===== config.mk =====
export PLATFORM = sky130hd
export DESIGN_NAME = fetch_unit
export DESIGN_NICKNAME = d
export VERILOG_FILES = /design/src/rtl/fetch_unit.sv
export SDC_FILE = /design/constraint.sdc
export NUM_CORES = 1
export LEC_CHECK = 0
export BUFFER_PORTS_ARGS = -buffer_cell sky130_fd_sc_hd__buf_4
export CAP_MARGIN = 30
export CORE_UTILIZATION = 55
export DETAILED_ROUTE_END_ITERATION = 10
export PLACE_DENSITY = 0.79
export SKIP_LAST_GASP = 1
export SYNTH_ARGS = -nofsm -noshare
export SYNTH_HDL_FRONTEND = slang
export SYNTH_SLANG_ARGS = --single-unit

===== constraint.sdc =====
create_clock -name clk -period 4.6 [get_ports clk]
set_input_delay 0.46 -clock clk [delete_from_list [all_inputs] [get_ports clk]]
set_output_delay 0.46 -clock clk [all_outputs]
set_load 0.1 [all_outputs]

===== src/rtl/fetch_unit.sv =====
// Instruction fetch unit: PC sequencing, redirect handling, registered IR and
// a bounded return-address stack with sticky overflow/underflow flags.
module fetch_unit #(
  parameter int unsigned ADDR_W      = 12,
  parameter int unsigned INS_W       = 19,
  parameter int unsigned STACK_DEPTH = 8
) (
  input  logic              clk,
  input  logic              rst,
  output logic [ADDR_W-1:0] address,
  input  logic [INS_W-1:0]  instruction,
  input  logic              stall,
  input  logic              jump,
  input  logic [ADDR_W-1:0] jump_addr,
  input  logic              branch_taken,
  input  logic [7:0]        branch_offset,
  input  logic              call,
  input  logic              ret,
  output logic [INS_W-1:0]  ir,
  output logic              ir_valid,
  output logic [ADDR_W-1:0] ir_pc,
  output logic              stack_overflow,
  output logic              stack_underflow
);

  // sp counts 0..STACK_DEPTH inclusive; the index only spans the entries
  localparam int unsigned SP_W  = $clog2(STACK_DEPTH + 1);
  localparam int unsigned IDX_W = (STACK_DEPTH > 1) ? $clog2(STACK_DEPTH) : 1;

  logic [ADDR_W-1:0] pc;
  logic [SP_W-1:0]   sp;
  logic [ADDR_W-1:0] stack [STACK_DEPTH];

  logic [SP_W-1:0]   sp_dec;
  logic [IDX_W-1:0]  push_idx;
  logic [IDX_W-1:0]  pop_idx;
  logic [ADDR_W-1:0] ret_addr;
  logic [ADDR_W-1:0] branch_tgt;

  logic              redirect;
  logic [ADDR_W-1:0] target;
  logic              do_push;
  logic              do_pop;
  logic              set_ovf;
  logic              set_udf;

  // The memory sees the PC register only, never the redirect inputs
  assign address = pc;

  assign sp_dec     = sp - SP_W'(1);
  assign push_idx   = sp[IDX_W-1:0];
  assign pop_idx    = sp_dec[IDX_W-1:0];
  assign ret_addr   = ir_pc + ADDR_W'(1);
  assign branch_tgt = ir_pc + ADDR_W'($signed(branch_offset));

  // Redirect decode for the instruction held in ir; priority ret > call > jump > branch
  always_comb begin
    redirect = 1'b0;
    target   = '0;
    do_push  = 1'b0;
    do_pop   = 1'b0;
    set_ovf  = 1'b0;
    set_udf  = 1'b0;
    if (ir_valid && !stall) begin
      if (ret) begin
        redirect = 1'b1;
        if (sp == '0) begin
          set_udf = 1'b1;
        end else begin
          do_pop = 1'b1;
          target = stack[pop_idx];
        end
      end else if (call) begin
        redirect = 1'b1;
        target   = jump_addr;
        if (sp < SP_W'(STACK_DEPTH)) begin
          do_push = 1'b1;
        end else begin
          set_ovf = 1'b1;
        end
      end else if (jump) begin
        redirect = 1'b1;
        target   = jump_addr;
      end else if (branch_taken) begin
        redirect = 1'b1;
        target   = branch_tgt;
      end
    end
  end

  // PC, IR, stack pointer and sticky error flags
  always_ff @(posedge clk or negedge rst) begin
    if (!rst) begin
      pc              <= '0;
      ir              <= '0;
      ir_valid        <= 1'b0;
      ir_pc           <= '0;
      sp              <= '0;
      stack_overflow  <= 1'b0;
      stack_underflow <= 1'b0;
    end else if (!stall) begin
      if (redirect) begin
        pc       <= target;
        ir       <= '0;
        ir_valid <= 1'b0;
      end else begin
        pc       <= pc + ADDR_W'(1);
        ir       <= instruction;
        ir_pc    <= pc;
        ir_valid <= 1'b1;
      end
      if (do_push) begin
        sp <= sp + SP_W'(1);
      end else if (do_pop) begin
        sp <= sp_dec;
      end
      if (set_ovf) begin
        stack_overflow <= 1'b1;
      end
      if (set_udf) begin
        stack_underflow <= 1'b1;
      end
    end
  end

  // Return-address storage; contents are don't-care after reset
  always_ff @(posedge clk) begin
    if (rst && do_push) begin
      stack[push_idx] <= ret_addr;
    end
  end

endmodule


; ---- Word level (Yosys, flattened, before mapping)
; Memories as Yosys holds them, arrays and structs flattened.
; Cells that the tools add are included.
[totals]
register_bits = 50
mem_bits_rw = 96
input_bits = 46
elab_cells = 57
mem_count = 1
[classes]
add_sub_neg = 5
magnitude_cmp = 1
n_mux = 32
n_bitwise = 2
reduce_logical = 9
[mem_list]
columns = memory, words, width, read_ports, rd_ports_with_merged_regs, write_ports, line
row1 = stack, 8, 12, 1, 0, 1, 32  ; logic [ADDR_W-1:0] stack [STACK_DEPTH];
[op_table]
columns = cell, n
row1 = $mux W12, 7
row2 = $add A12 B1 Y12 const B, 2
row3 = $mux W1, 22
row4 = $mux W19, 1
row5 = $add A12 B12 Y12, 1
row6 = $mux W4, 2
row7 = $reduce_and A2 Y1, 4
row8 = $add A4 B1 Y4 const B, 1
row9 = $logic_not A4 Y1, 1
row10 = $lt A4 B4 Y1 const B, 1
row11 = $sub A4 B1 Y4 const B, 1
row12 = $logic_and A1 B1 Y1, 2
row13 = $not A1 Y1, 2
row14 = $reduce_bool A2 Y1, 1
row15 = $logic_not A1 Y1, 1

; ---- Longest topological paths before layout
[depth]
ltp_word = 8
ltp_mapped = 11

; ---- Least setup slack after synthesis
; OpenSTA, ideal clock, no wires.
[synth_path]
path_kind = register to register
from = register ir_valid
to = memory stack[1][0], enable pin
setup_time_ns = 0.396
arrival_time_ns = 2.776
required_ns = 4.204
setup_slack_ns = 1.428
stages_incl_launch_ff = 6
n_path_buf = 0
synth_period_minus_slack_ns = 3.172
cell_sequence = dfrtp_1 nor2b_2 nand3b_1 nor2_1 nand3_1 nor3_1
[synth_via]
elab_chain_cells = 5
[synth_rtl]
columns = item, line
row1 = "start, declared", 20  ; output logic ir_valid,
row2 = "start signal, assigned", 96  ; ir_valid <= 1'b0;
row3 = "start signal, assigned", 105  ; ir_valid <= 1'b0;
row4 = "start signal, assigned", 110  ; ir_valid <= 1'b1;
row5 = $logic_and A1 B1 Y1, 64  ; if (ir_valid && !stall) begin
row6 = $mux W1, 64
row7 = $logic_and A1 B1 Y1, 128  ; if (rst && do_push) begin
row8 = $mux W1, 128
row9 = $mux W1 (not written as such), 129  ; stack[push_idx] <= ret_addr;
row10 = "end, declared", 32
; No other way between the ends.

; ---- Final worst setup path
[layout_path]
from = register ir_valid
to = memory stack[7][2], enable pin
; Same word-level chain as after synthesis.

==> results by group <==
Synthesis
  – Post-synth top area share: 0.4268
  – Compound-Gate Fraction of Synth Area: 0.09337
  – Most used DFF post-synth: edfxtp_1
  – Ys Warns: 0
  – Synth async-reset ratio: 0.3425
  – Mean Syn Cell Area: 12.99 µm²
  – Syn_nets: 583
  – Post-synthesis simple-gate area fraction: 0.1095
  – Post-Synth XOR/XNOR Area: 0.02853
  – Library cells used by synthesis: 59
  – Synth Register Bits: between 100 and 150
  – Area leader, netlist: edfxtp_1
  – Adder-cell share of the synthesized area: 0.03260
  – Post-synthesis sequential area ratio: 0.6121
  – Synth area leaders: edfxtp_1, dfrtp_1, mux4_2
  – Largest family of logic cells by synthesized area: simple AND/OR/NAND/NOR gates
  – Post-Syn Area: 6754 µm²
  – Mapped Cells: 520
  – EDFF count, synth: 96
  – Mux contribution to synthesized area: 0.1045

Place
  – Input/output buffers: 91
  – Inst Count DP: 745
  – DP HPWL: 10,650 µm
  – GPL Wtd Cong: 0.9344

Global routing
  – Total GRT Usage: 0.2521
  – First-pass GRT wire length: 23,640 µm
  – GRT busiest layer: met2
  – Vias in the first global route: 4,543
  – Largest net degree at the start of global routing: 53
  – Met1 Use GR: 0.3099
  – M3 GR Usage: 0.06749
  – Gr ovfl total: 0
  – Initial antenna violation count: 0
  – Met2 Usage GRT: 0.4037

Critical path
  – Worst r2r path cells: 5
  – Worst Setup End Kind: flip-flop
  – CP Max Fanout: 12
  – Max incr delay on CP: 0.81 ns
  – Type of the worst setup path: reg2reg
  – Worst Path Buf+Inv: 0
  – CP Cell Sequence: nor2b_2 > nand3b_1 > nor2_1 > nand3_1 > nor2_1
  – CP top delay family: simple AND/OR/NAND/NOR gates
  – Worst path most repeated cell: nor2_1
  – R2R setup slack: roughly 2.0 ns
  – Slowest library cell on the worst path: nor2_1
  – Critical Path AT: 2.69 ns
  – R2r endpoint: stack[7][2]$_DFFE_PP_
  – Worst setup SP type: flip-flop
  – Reg2reg start: ir_valid$_DFFE_PN0N_
  – CP required: 4.65 ns
  – Worst setup path start: ir_valid$_DFFE_PN0N_

Floorplan
  – Top Ports: 92
  – Site Rows: 40
  – Die width: 112.8 µm
  – Die Ht: ~110 µm
  – Die area: roughly 13,000 µm²
  – CORE AREA: 12,010 µm²
  – Initial cell density of the core: 0.5623

Detailed routing
  – Routed wire length: 15,130 µm
  – Vias: 4,650
  – 1st-pass router iterations: 5
  – ANT nets after route: 0
  – WL/cell: 19.44 µm
  – Initial drt markers: 589
  – Routed vias/inst: 5.977
  – DRC: 0

Clocking
  – H-tree levels: 4
  – Post_cts resized: 0
  – Clock buffer depth: 2
  – CTS buffer count: 17
  – Clock sink count: 146
  – CTS tree: yes
  – Worst skew pair latency: 0.43 ns
  – Clock transition at path regs: 0.07 ns
  – Setup bufs post-CTS: 0
  – Root Buffer Master: clkbuf_16
  – Hold-fix buffers at CTS: 0

Cells and area
  – Final cell count without fillers: 778
  – Nets: 681
  – Layout area overhead: 21.32%
  – Share of cells above drive strength 1: 0.2647
  – Ant. Diodes: 0

Timing
  – RSZ-0062 raised after global routing: no
  – Fin. Hold Viols: 0
  – Slew headroom: 0.3496
  – Fin crit period: approximately 2.6 ns
  – Max-slew violations: 0
  – Hold_ws: 0.05207 ns
  – Worst Skew: 0.008024 ns
  – Setup violators final: 0
  – Worst-margin pin slew: 0.9720 ns
  – Max Clock Freq: about 380 MHz
  – Crit share post-route: 0.5741
  – Setup tns final: 0 ns

Pwr
  – Leakage: 0.003291 µW
  – Peak supply drop: about 310 µV
  – Power Dens Cells: 731.3 nW/µm²

Run status
  – Status: complete, no violations

Min path
  – Hold Path Class: in2async

Flow run
  – MaxCap Viol Count: 0
==> worst max-delay path by stage <==
stage               depth (start not counted)                     to  slack, ns
floorplan                                   5  stack[1][0]$_DFFE_PP_       1.43
global placement                            6  stack[3][6]$_DFFE_PP_       1.60
detailed placement                          6  stack[5][8]$_DFFE_PP_       1.56
CTS                                         5  stack[5][2]$_DFFE_PP_       1.89
global route                                5  stack[6][2]$_DFFE_PP_       1.77
finish                                      5  stack[7][2]$_DFFE_PP_       1.96
==> cells by family after synthesis <==
kind of cell             count (synthesis)
AO/OA/AOI/OAI                          107
buffers and inverters                   29
flip-flops                             146
XOR/XNOR                                22
AND/OR/NAND/NOR                        159
multiplexers                            40
adder cells (fa/ha/maj)                 17
==> synth_stat cells, drive strengths merged, types with 2 or more instances <==
cell type,instances
a211oi,4
a21o,5
a21oi,35
a31oi,4
and3,8
buf,10
clkbuf,11
dfrtp,50
edfxtp,96
ha,16
inv,7
mux2,4
mux2i,12
mux4,24
nand2,79
nand3,13
nand4,7
nor2,31
nor2b,2
nor3,5
o211ai,2
o21ai,38
o221ai,2
o22ai,5
or2,3
or3,4
xnor2,15
xor2,7
==> per-layer routing <==
metal  up-vias  part of all wire
li1       2150                 -
met4         0             0.038
met2       192              0.49
met5         -                 0
met3        42             0.066
met1      2266              0.40
==> report_power, final <==
group / internal, µW / leakage [µW] / switching, µW / total, µW
combinational: 856 / 0.00154 / 1860 / 2720
clock: 728 / 0.000281 / 611 / 1340
sequential: 1690 / 0.00147 / 241 / 1930
total: 3280 / 0.00329 / 2720 / 5990
==> area by class of cell <==
cell class              instances  area (µm²)
fillers                       811        3817
clock buffers                  17       425.4
clock inverters                15       165.2
repair buffers                100       758.2
well taps                     147       183.9
multi-input cells             345        2497
inverters                       8       30.03
flip-flops and latches        146        4134
==> metrics by stage <==
stage	setup WS (ns)	instance area, µm²	total power [µW]	utilization
after floorplan	1.428	6754	3993	-
after global placement	1.605	7566	4565	0.6299
after detailed placement	1.559	7596	4657	0.6324
after CTS	1.887	8187	6009	0.6816
after global routing	1.769	8194	6233	0.6822
final	1.959	8194	5992	0.6822
==> registers in the layout, indices dropped and copies added (netlist names) <==
name             count
stack_underflow      1
ir_valid             1
ir_pc               12
ir                  19
stack_overflow       1
sp                   4
stack               96
address             12
==> layout by cell type (no fill, tap or decap), types with 6 or more instances in the layout <==
| cell | instances |
|---|---|
| xnor2_1 | 15 |
| nand3_1 | 13 |
| and3_1 | 8 |
| nand2_1 | 78 |
| dfrtp_1 | 50 |
| edfxtp_1 | 96 |
| o21ai_0 | 9 |
| buf_4 | 99 |
| mux2i_1 | 12 |
| o21ai_1 | 29 |
| ha_1 | 16 |
| a21oi_1 | 35 |
| xor2_1 | 7 |
| nor2_1 | 30 |
| clkbuf_16 | 17 |
| inv_1 | 6 |
| mux4_2 | 24 |
| inv_8 | 6 |
==> worst register-to-register path, stage by stage (launching register included) <==
cell	delay, ns
dfrtp_1	0.39
nor2b_2	0.32
nand3b_1	0.19
nor2_1	0.32
nand3_1	0.22
nor2_1	0.81
Note: power is estimated with default switching activity, not from simulation.
